`src/rtl/turn_timer_ctrl.sv`:
```
`default_nettype none
// ============================================================================
// Module   : turn_timer_ctrl
// Purpose  : Per-turn second counter for the game. Divides clk down to a
//            1 s tick, runs an IDLE/RUN/PAUSE/EXPIRED sequencer driven by the
//            game FSM, counts elapsed seconds up to LIMIT_S, pulses timeout
//            for one cycle on expiry and presents two BCD digits to the
//            7-segment display path.
// Ports    : clk        - system clock, rising edge
//            rst        - asynchronous active-high reset
//            start      - begin a turn (from IDLE or EXPIRED)
//            move_done  - player moved; restart the turn at 0 s
//            pause      - hold the count while high
//            abort      - return to IDLE
//            running    - high in RUN
//            paused     - high in PAUSE
//            expired    - high in EXPIRED
//            timeout    - one-cycle pulse on entry to EXPIRED
//            seconds    - elapsed seconds, 0..LIMIT_S
//            bcd_tens   - tens digit of the displayed value
//            bcd_ones   - ones digit of the displayed value
// Options  : define COUNTDOWN_EN to display remaining time (LIMIT_S-seconds)
//            instead of elapsed time. The seconds port is unaffected.
// Revision : 1.0 - initial release
// ============================================================================
module turn_timer_ctrl #(
   parameter int CLK_HZ  = 50000000,
   parameter int LIMIT_S = 15,
   parameter int SEC_W   = 7
) (
   input  logic             clk,
   input  logic             rst,
   input  logic             start,
   input  logic             move_done,
   input  logic             pause,
   input  logic             abort,
   output logic             running,
   output logic             paused,
   output logic             expired,
   output logic             timeout,
   output logic [SEC_W-1:0] seconds,
   output logic [3:0]       bcd_tens,
   output logic [3:0]       bcd_ones
);

   localparam int PRE_W = (CLK_HZ > 1) ? $clog2(CLK_HZ) : 1;

   localparam logic [PRE_W-1:0] PRE_LAST  = PRE_W'(CLK_HZ - 1);
   localparam logic [SEC_W-1:0] SEC_LIMIT = SEC_W'(LIMIT_S);
   localparam logic [SEC_W-1:0] SEC_LAST  = SEC_W'(LIMIT_S - 1);
   localparam logic [SEC_W-1:0] TEN       = SEC_W'(10);

   localparam logic [1:0] IDLE    = 2'd0;
   localparam logic [1:0] RUN     = 2'd1;
   localparam logic [1:0] PAUSE   = 2'd2;
   localparam logic [1:0] EXPIRED = 2'd3;

   logic [1:0]       state;
   logic [1:0]       state_nx;
   logic [PRE_W-1:0] prescaler;
   logic [PRE_W-1:0] prescaler_nx;
   logic [SEC_W-1:0] sec;
   logic [SEC_W-1:0] sec_nx;
   logic             timeout_q;
   logic             timeout_nx;
   logic [SEC_W-1:0] disp;

   // Next-state logic. Priority: abort > move_done > start > pause.
   // The prescaler only advances on cycles that stay in RUN without pause, so
   // entering PAUSE freezes it mid-second and resuming picks up where it was.
   always_comb begin
      state_nx     = state;
      prescaler_nx = prescaler;
      sec_nx       = sec;
      timeout_nx   = 1'b0;

      if (abort) begin
         state_nx     = IDLE;
         prescaler_nx = '0;
         sec_nx       = '0;
      end else begin
         case (state)
            IDLE: begin
               prescaler_nx = '0;
               sec_nx       = '0;
               if (start) begin
                  state_nx = RUN;
               end
            end
            RUN: begin
               if (move_done) begin
                  // Restart discards any tick due this cycle.
                  prescaler_nx = '0;
                  sec_nx       = '0;
               end else if (pause) begin
                  state_nx = PAUSE;
               end else if (prescaler == PRE_LAST) begin
                  prescaler_nx = '0;
                  if (sec == SEC_LAST) begin
                     sec_nx     = SEC_LIMIT;
                     state_nx   = EXPIRED;
                     timeout_nx = 1'b1;
                  end else begin
                     sec_nx = sec + 1'b1;
                  end
               end else begin
                  prescaler_nx = prescaler + 1'b1;
               end
            end
            PAUSE: begin
               if (move_done) begin
                  state_nx     = RUN;
                  prescaler_nx = '0;
                  sec_nx       = '0;
               end else if (!pause) begin
                  state_nx = RUN;
               end
            end
            EXPIRED: begin
               if (start) begin
                  state_nx     = RUN;
                  prescaler_nx = '0;
                  sec_nx       = '0;
               end
            end
            default: begin
               state_nx     = IDLE;
               prescaler_nx = '0;
               sec_nx       = '0;
            end
         endcase
      end
   end

   always_ff @(posedge clk or posedge rst) begin
      if (rst) begin
         state     <= IDLE;
         prescaler <= '0;
         sec       <= '0;
         timeout_q <= 1'b0;
      end else begin
         state     <= state_nx;
         prescaler <= prescaler_nx;
         sec       <= sec_nx;
         timeout_q <= timeout_nx;
      end
   end

   assign running = (state == RUN);
   assign paused  = (state == PAUSE);
   assign expired = (state == EXPIRED);
   assign timeout = timeout_q;
   assign seconds = sec;

   // Display value decoded straight from the seconds register, so the digits
   // change in the same cycle as seconds.
`ifdef COUNTDOWN_EN
   assign disp = SEC_LIMIT - sec;
`else
   assign disp = sec;
`endif

   assign bcd_tens = 4'(disp / TEN);
   assign bcd_ones = 4'(disp % TEN);

endmodule
`default_nettype wire

```
`config.mk`:
```
export PLATFORM = sky130hd
export DESIGN_NAME = turn_timer_ctrl
export DESIGN_NICKNAME = d
export VERILOG_FILES = /design/src/rtl/turn_timer_ctrl.sv
export SDC_FILE = /design/constraint.sdc
export NUM_CORES = 1
export LEC_CHECK = 0
export CORE_ASPECT_RATIO = 0.9
export CORE_UTILIZATION = 55
export DETAILED_ROUTE_END_ITERATION = 7
export PLACE_DENSITY = 0.77
export SLEW_MARGIN = 20
export SYNTH_ARGS = -nofsm -noshare
export SYNTH_HDL_FRONTEND = slang
export SYNTH_SLANG_ARGS = --single-unit
```
`constraint.sdc`:
```
create_clock -name clk -period 5.1 [get_ports clk]
set_clock_uncertainty 0.15 [all_clocks]
set_input_delay 1.02 -clock clk [delete_from_list [all_inputs] [get_ports clk]]
set_output_delay 1.02 -clock clk [all_outputs]
set_load 0.05 [all_outputs]
```
==> flow_metrics.env, run 1 <==
export IMPL_synth_compound_area_frac=0.150
export IMPL_grt_pass1_wl_mm=9.43
export IMPL_fin_area_um2=2940
export IMPL_r2r_end="seconds[0]"
export IMPL_grt_usage=0.250
export IMPL_whs_path_depth=1
export IMPL_synth_edf_count=0
export IMPL_end_kind="output port"
export IMPL_maxSlewHeadroom=0.395
export IMPL_synth_top_area_share=0.351
export IMPL_dp_final_hpwl_mm=3.90
export IMPL_min_path_type="reg2reg"
export IMPL_final_setup_viol_count=0
export IMPL_synth_seq_cells=36
export IMPL_powerDensity_nw_per_um2=239
export IMPL_min_delay_start="prescaler[2]"
export IMPL_grt_max_degree=37
export IMPL_cts_tree="yes"
export IMPL_crit_arrival_ns=3.47
export IMPL_synth_seq_area_share=0.351
export IMPL_syn_area_um2=2570
export IMPL_grt_pass1_vias=2031
export IMPL_finalCoreUtilization=0.659
export IMPL_ys_top_cells_by_area="dfrtp_1, xnor2_1, ha_1, nand2_1, nor2_1"
export IMPL_initial_utilization=0.576
export IMPL_seq_area_um2=901
export IMPL_multi_input_area_um2=1510
export IMPL_synth_distinct_cells=58
export IMPL_synthTopCellsByCount="dfrtp_1, nand2_1, nor2_1"
export IMPL_cts_resized=0
export IMPL_peakVddDrop_mv=0.169
export IMPL_crit_chain="nor2b_1, xor2_1, nand3_1, o221a_2, ha_1, inv_1, a221oi_1, mux2i_1, clkdlybuf4s50_1"
export IMPL_syn_instance_count=305
export IMPL_synthSimpleGateAreaFrac=0.305
export IMPL_antenna_found_initial=0
export IMPL_slowest_stage="clkdlybuf4s50_1"
export IMPL_synth_most_common_cell="dfrtp_1"
export IMPL_clockBufferDepth=2
export IMPL_portBuffers=24
export IMPL_dieArea_um2=4950
export IMPL_grt_overflow_total=0
export IMPL_clk_latency_ns=0.28
export IMPL_drt_iter0_drc=127
export IMPL_worstReg2RegStart="state[0]"
export IMPL_clk_pin_slew_ns=0.07
export IMPL_core_um2=4460
export IMPL_via_per_inst=6.00
export IMPL_whs_endpoint="prescaler[2]"
export IMPL_crit_family="buffers and inverters"
export IMPL_synth_mux_area_frac=0.0351
export IMPL_fin_tns_setup_ns=0
export IMPL_antenna_left=0
export IMPL_synth_fa_ha_area_frac=0.0438
export IMPL_critPathMaxFanout=19
export IMPL_cts_inserted_buffers=5
export IMPL_fmax_mhz=215
export IMPL_r2r_cells=8
export IMPL_postCtsSetupBuffers=0
export IMPL_ioPinCount=25
export IMPL_syn_area_per_cell_um2=8.43
export IMPL_syn_nets=320
export IMPL_synth_area_leader_cell="dfrtp_1"
export IMPL_antenna_cells=0
export IMPL_dr_total_vias=2279
export IMPL_min_period_ns=4.64
export IMPL_wl_mm=5.67
export IMPL_gp_congestion=0.834
export IMPL_synth_xor_area_frac=0.0511
export IMPL_syn2layout_area_growth_pct=14.4
export IMPL_final_nets=332
export IMPL_routedWlPerCell_um=14.9
export IMPL_worstMarginPinSlew_ns=0.905
export IMPL_min_period_over_period=0.911
export IMPL_outcome="completed"
export IMPL_layout_drive_gt1_share=0.0692
export IMPL_place_area_um2=2810
export IMPL_max_cap_violations=0
export IMPL_hold_viol=0
export IMPL_critPathKind="reg2out"
export IMPL_p_leak_nw=1.14
export IMPL_r2r_slack_ns=2.46
export IMPL_drc=0
export IMPL_die_y_um=66.9
export IMPL_rows=23
export IMPL_synth_flop_cell="dfrtp_1"
export IMPL_synth_top_family_by_area="simple AND/OR/NAND/NOR gates"
export IMPL_nFillCells=370
export IMPL_setup_worst_path_start_class="flop"
export IMPL_cp_num_buf_inv=2
export IMPL_async_flop_share=1.00
export IMPL_cts_sinks=36
export IMPL_holdBufCountCts=0
export IMPL_dr_pass1_iters=4
export IMPL_cp_slowest_stage_delay_ns=0.82
export IMPL_required_ns=3.93
export IMPL_h_tree_depth=2
export IMPL_die_w_um=74.1
export IMPL_cts_root_buf="clkbuf_8"
export IMPL_grt_setup_unrepaired="no"
export IMPL_final_max_slew_violation_count=0
export IMPL_ys_warn_count=0
==> stage by stage <==
step                      setup WS (ns)  cells  total power [mW]  hold slack (ns)
after floorplan                   0.740    305             0.400            0.322
after global placement            0.881    372             0.432            0.346
after detailed placement          0.743    372             0.435            0.357
after CTS                         0.439    380             0.709            0.371
after global routing              0.185    380             0.736            0.394
final                             0.456    380             0.704            0.371
==> placed cells by master (no fill, tap or decap), types with 3 or more instances in the layout <==
cell type	instances
a21oi_1	15
a31oi_1	5
and2_1	4
and3_1	6
buf_4	3
clkbuf_8	7
clkdlybuf4s50_1	24
dfrtp_1	36
ha_1	9
inv_1	18
mux2i_1	9
nand2_1	27
nand2b_1	6
nand3_1	19
nand4_1	7
nor2_1	26
nor2b_1	3
nor3_1	5
nor4_1	12
o21ai_0	5
o22ai_1	3
o31ai_1	3
or3_1	3
or4_1	7
xnor2_1	14
==> worst reg2reg max path: stages (launching register included) <==
cell,delay (ns)
dfrtp_1,0.42
inv_1,0.06
ha_1,0.23
nand2b_1,0.08
a21oi_1,0.06
buf_4,0.20
or2_2,0.46
nor2_2,0.63
mux2i_1,0.26
==> worst max-delay path by stage <==
stage	from	endpoint	slack, ns	cells past startpoint
2_1_floorplan	seconds[5]	bcd_ones[2]	0.74	9
3_3_place_gp	seconds[5]	bcd_ones[2]	0.88	9
3_5_place_dp	seconds[5]	bcd_ones[2]	0.74	9
4_1_cts	seconds[5]	bcd_ones[2]	0.44	9
5_1_grt	seconds[5]	bcd_ones[2]	0.19	9
6_report	seconds[5]	bcd_ones[2]	0.46	9
==> metal layers <==
layer  track usage  part of all wire  vias up
met3        0.0378             0.033        4
met4        0.0625            0.0078        0
li1              -                 -     1132
met5             0                 0        -
met2         0.394              0.47       43
met1         0.356              0.49     1100
==> report_power, final <==
| group | leakage (nW) | internal, mW | switching, mW |
|---|---|---|---|
| Clock | 0.0645 | 0.173 | 0.102 |
| Combinational | 0.577 | 0.0439 | 0.0864 |
| Sequential | 0.501 | 0.291 | 0.00779 |
| Total | 1.14 | 0.508 | 0.196 |
==> kinds of logic after synthesis <==
kind of cell,count (synthesis)
and+or+nand+nor,141
buffers and inverters,40
AOI/OAI and AO/OA,55
xor gates and xnor gates,15
muxes,9
adders and majority gates,9
DFF,36
==> flip-flops by register name, summed over array words and instances (netlist names) <==
name and flops:
prescaler 26, seconds 7, state 2, timeout 1
==> final cells by class <==
type	instances	area share
tap	62	0.0264
clock inverter	1	0.0102
sequential	36	0.306
clock buffer	7	0.0328
inverter	18	0.0230
multi-input combinational	229	0.512
timing repair buffer	27	0.0894
Power figures use the tool's default switching activity.
==> run 2: changes to the inputs <==
==> constraint.sdc (replaced) <==
create_clock -name clk -period 4.85 [get_ports clk]
set_clock_uncertainty 0.15 [all_clocks]
set_input_delay 0.97 -clock clk [delete_from_list [all_inputs] [get_ports clk]]
set_output_delay 0.97 -clock clk [all_outputs]
set_load 0.05 [all_outputs]
==> flow_metrics.env, run 2 (same netlist as run 1, synthesis figures left out) <==
export IMPL_die_w_um=74.1
export IMPL_h_tree_depth=2
export IMPL_p_switching_mw=0.214
export IMPL_max_cap_violations=0
export IMPL_via_per_inst=5.98
export IMPL_core_um2=4460
export IMPL_final_setup_viol_count=0
export IMPL_grt_pass1_wl_mm=9.80
export IMPL_swShare=0.314
export IMPL_crit_chain="nand2b_1, o32ai_1, nor2_1, o221a_2, ha_1, inv_1, a221oi_1, mux2i_1, clkdlybuf4s50_1"
export IMPL_min_period_ns=4.56
export IMPL_portBuffers=24
export IMPL_dr_total_vias=2279
export IMPL_cts_sinks=36
export IMPL_outcome="completed"
export IMPL_pwr_share_seq=0.461
export IMPL_fmax_mhz=220
export IMPL_top_register="prescaler"
export IMPL_finalPower_mw=0.682
export IMPL_clk_pin_slew_ns=0.08
export IMPL_antenna_cells=0
export IMPL_cts_inserted_buffers=5
export IMPL_critPathKind="reg2out"
export IMPL_dieArea_um2=4950
export IMPL_final_cell_mix="dfrtp_1, nand2_1, nor2_1"
export IMPL_ioPinCount=25
export IMPL_critPathMaxFanout=14
export IMPL_final_max_slew_violation_count=0
export IMPL_layout_drive_gt1_share=0.0690
export IMPL_required_ns=3.73
export IMPL_p_leak_nw=1.13
export IMPL_layout_commonest_cell="dfrtp_1"
export IMPL_wl_mm=5.73
export IMPL_power_frac_clock=0.339
export IMPL_p_int_mw=0.468
export IMPL_pre_cts_slack_ns=0.623
export IMPL_postCtsSetupBuffers=0
export IMPL_peakVddDrop_mv=0.154
export IMPL_comb_power_share=0.200
export IMPL_setup_slack_ns=0.295
export IMPL_cts_tree="yes"
export IMPL_rows=23
export IMPL_grt_max_degree=37
export IMPL_setup_worst_path_start_class="flop"
export IMPL_initial_utilization=0.576
export IMPL_dp_final_hpwl_mm=4.00
export IMPL_clockBufferDepth=2
export IMPL_top_usage_layer="met2"
export IMPL_antenna_found_initial=0
export IMPL_grt_setup_unrepaired="no"
export IMPL_routedWlPerCell_um=15.0
export IMPL_powerDensity_nw_per_um2=234
export IMPL_grt_util_met2=0.401
export IMPL_maxSlewHeadroom=0.427
export IMPL_syn2layout_area_growth_pct=13.4
export IMPL_hold_viol=0
export IMPL_grt_use_met3=0.0439
export IMPL_drc=0
export IMPL_drt_iter0_drc=164
export IMPL_crit_arrival_ns=3.44
export IMPL_gp_congestion=0.822
export IMPL_dr_pass1_iters=4
export IMPL_largest_reg_flops=26
export IMPL_cp_slowest_stage_delay_ns=0.82
export IMPL_clk_latency_ns=0.30
export IMPL_cts_root_buf="clkbuf_8"
export IMPL_fin_tns_setup_ns=0
export IMPL_holdBufCountCts=0
export IMPL_min_path_type="reg2reg"
export IMPL_grt_overflow_total=0
export IMPL_end_kind="output port"
export IMPL_slowest_stage="clkdlybuf4s50_1"
export IMPL_cts_resized=0
export IMPL_antenna_left=0
export IMPL_grt_pass1_vias=2066
export IMPL_grt_usage=0.259
export IMPL_final_nets=333
export IMPL_min_period_over_period=0.939
export IMPL_die_y_um=66.9
export IMPL_worstMarginPinSlew_ns=0.857
export IMPL_use_met1=0.368
==> run 2: changes by cell type in the layout (fill, tap and decap cells not counted), sizes merged <==
| cell | before | now |
|---|---|---|
| clkinvlp | 0 | 1 |
| buf | 3 | 4 |
| bufinv | 1 | 0 |
==> run 2: final timing paths <==
path	from	end	slack (ns)	depth (start not counted)
max reg2reg	state[1]	prescaler[14]	2.22	7
min reg2reg	prescaler[1]	prescaler[1]	0.37	2
max in group asynchronous	rst	prescaler[3]	3.29	3
min	prescaler[1]	prescaler[1]	0.37	2
min in group asynchronous	rst	state[1]	0.92	3
max	seconds[2]	bcd_ones[2]	0.29	9
==> run 2: area by class of cell <==
| type | instances | area [um2] |
|---|---|---|
| fillers | 370 | 1550 |
| multi-input cells | 229 | 1510 |
| flip-flops and latches | 36 | 901 |
| repair buffers | 28 | 270 |
| clock buffers | 7 | 86.3 |
| well taps | 62 | 77.6 |
| inverters | 18 | 67.6 |
| clock inverters | 1 | 7.51 |
==> run 2: per-stage QoR <==
stage               std cells  instance area [um2]  utilization  hold slack [ns]
finish                    381                 2920        0.654            0.366
global route              381                 2920        0.654            0.394
CTS                       381                 2920        0.654            0.366
detailed placement        373                 2820        0.633            0.350
global placement          373                 2820        0.633            0.347
floorplan                 305                 2570            -            0.322
==> run 2: critical path, delay by kind of cell (launching register included) <==
family | cells | cell delay, ns
muxes | 1 | 0.25
DFF | 1 | 0.60
buffers and inverters | 2 | 0.87
and+or+nand+nor | 2 | 0.45
AOI/OAI and AO/OA | 3 | 0.80
adders and majority gates | 1 | 0.18
==> run 2: power groups by stage <==
stage          Sequential, mW  Clock [mW]  Combinational (mW)
2_1_floorplan           0.322           0              0.0983
3_3_place_gp            0.320           0               0.134
3_5_place_dp            0.320           0               0.137
4_1_cts                 0.314       0.233               0.138
5_1_grt                 0.316       0.244               0.153
6_report                0.314       0.231               0.136
==> run 2: layer usage <==
metal,up-vias,wire length [um]
met5,-,0
met4,0,55
met3,6,255
met2,37,2670
met1,1104,2740
li1,1132,-
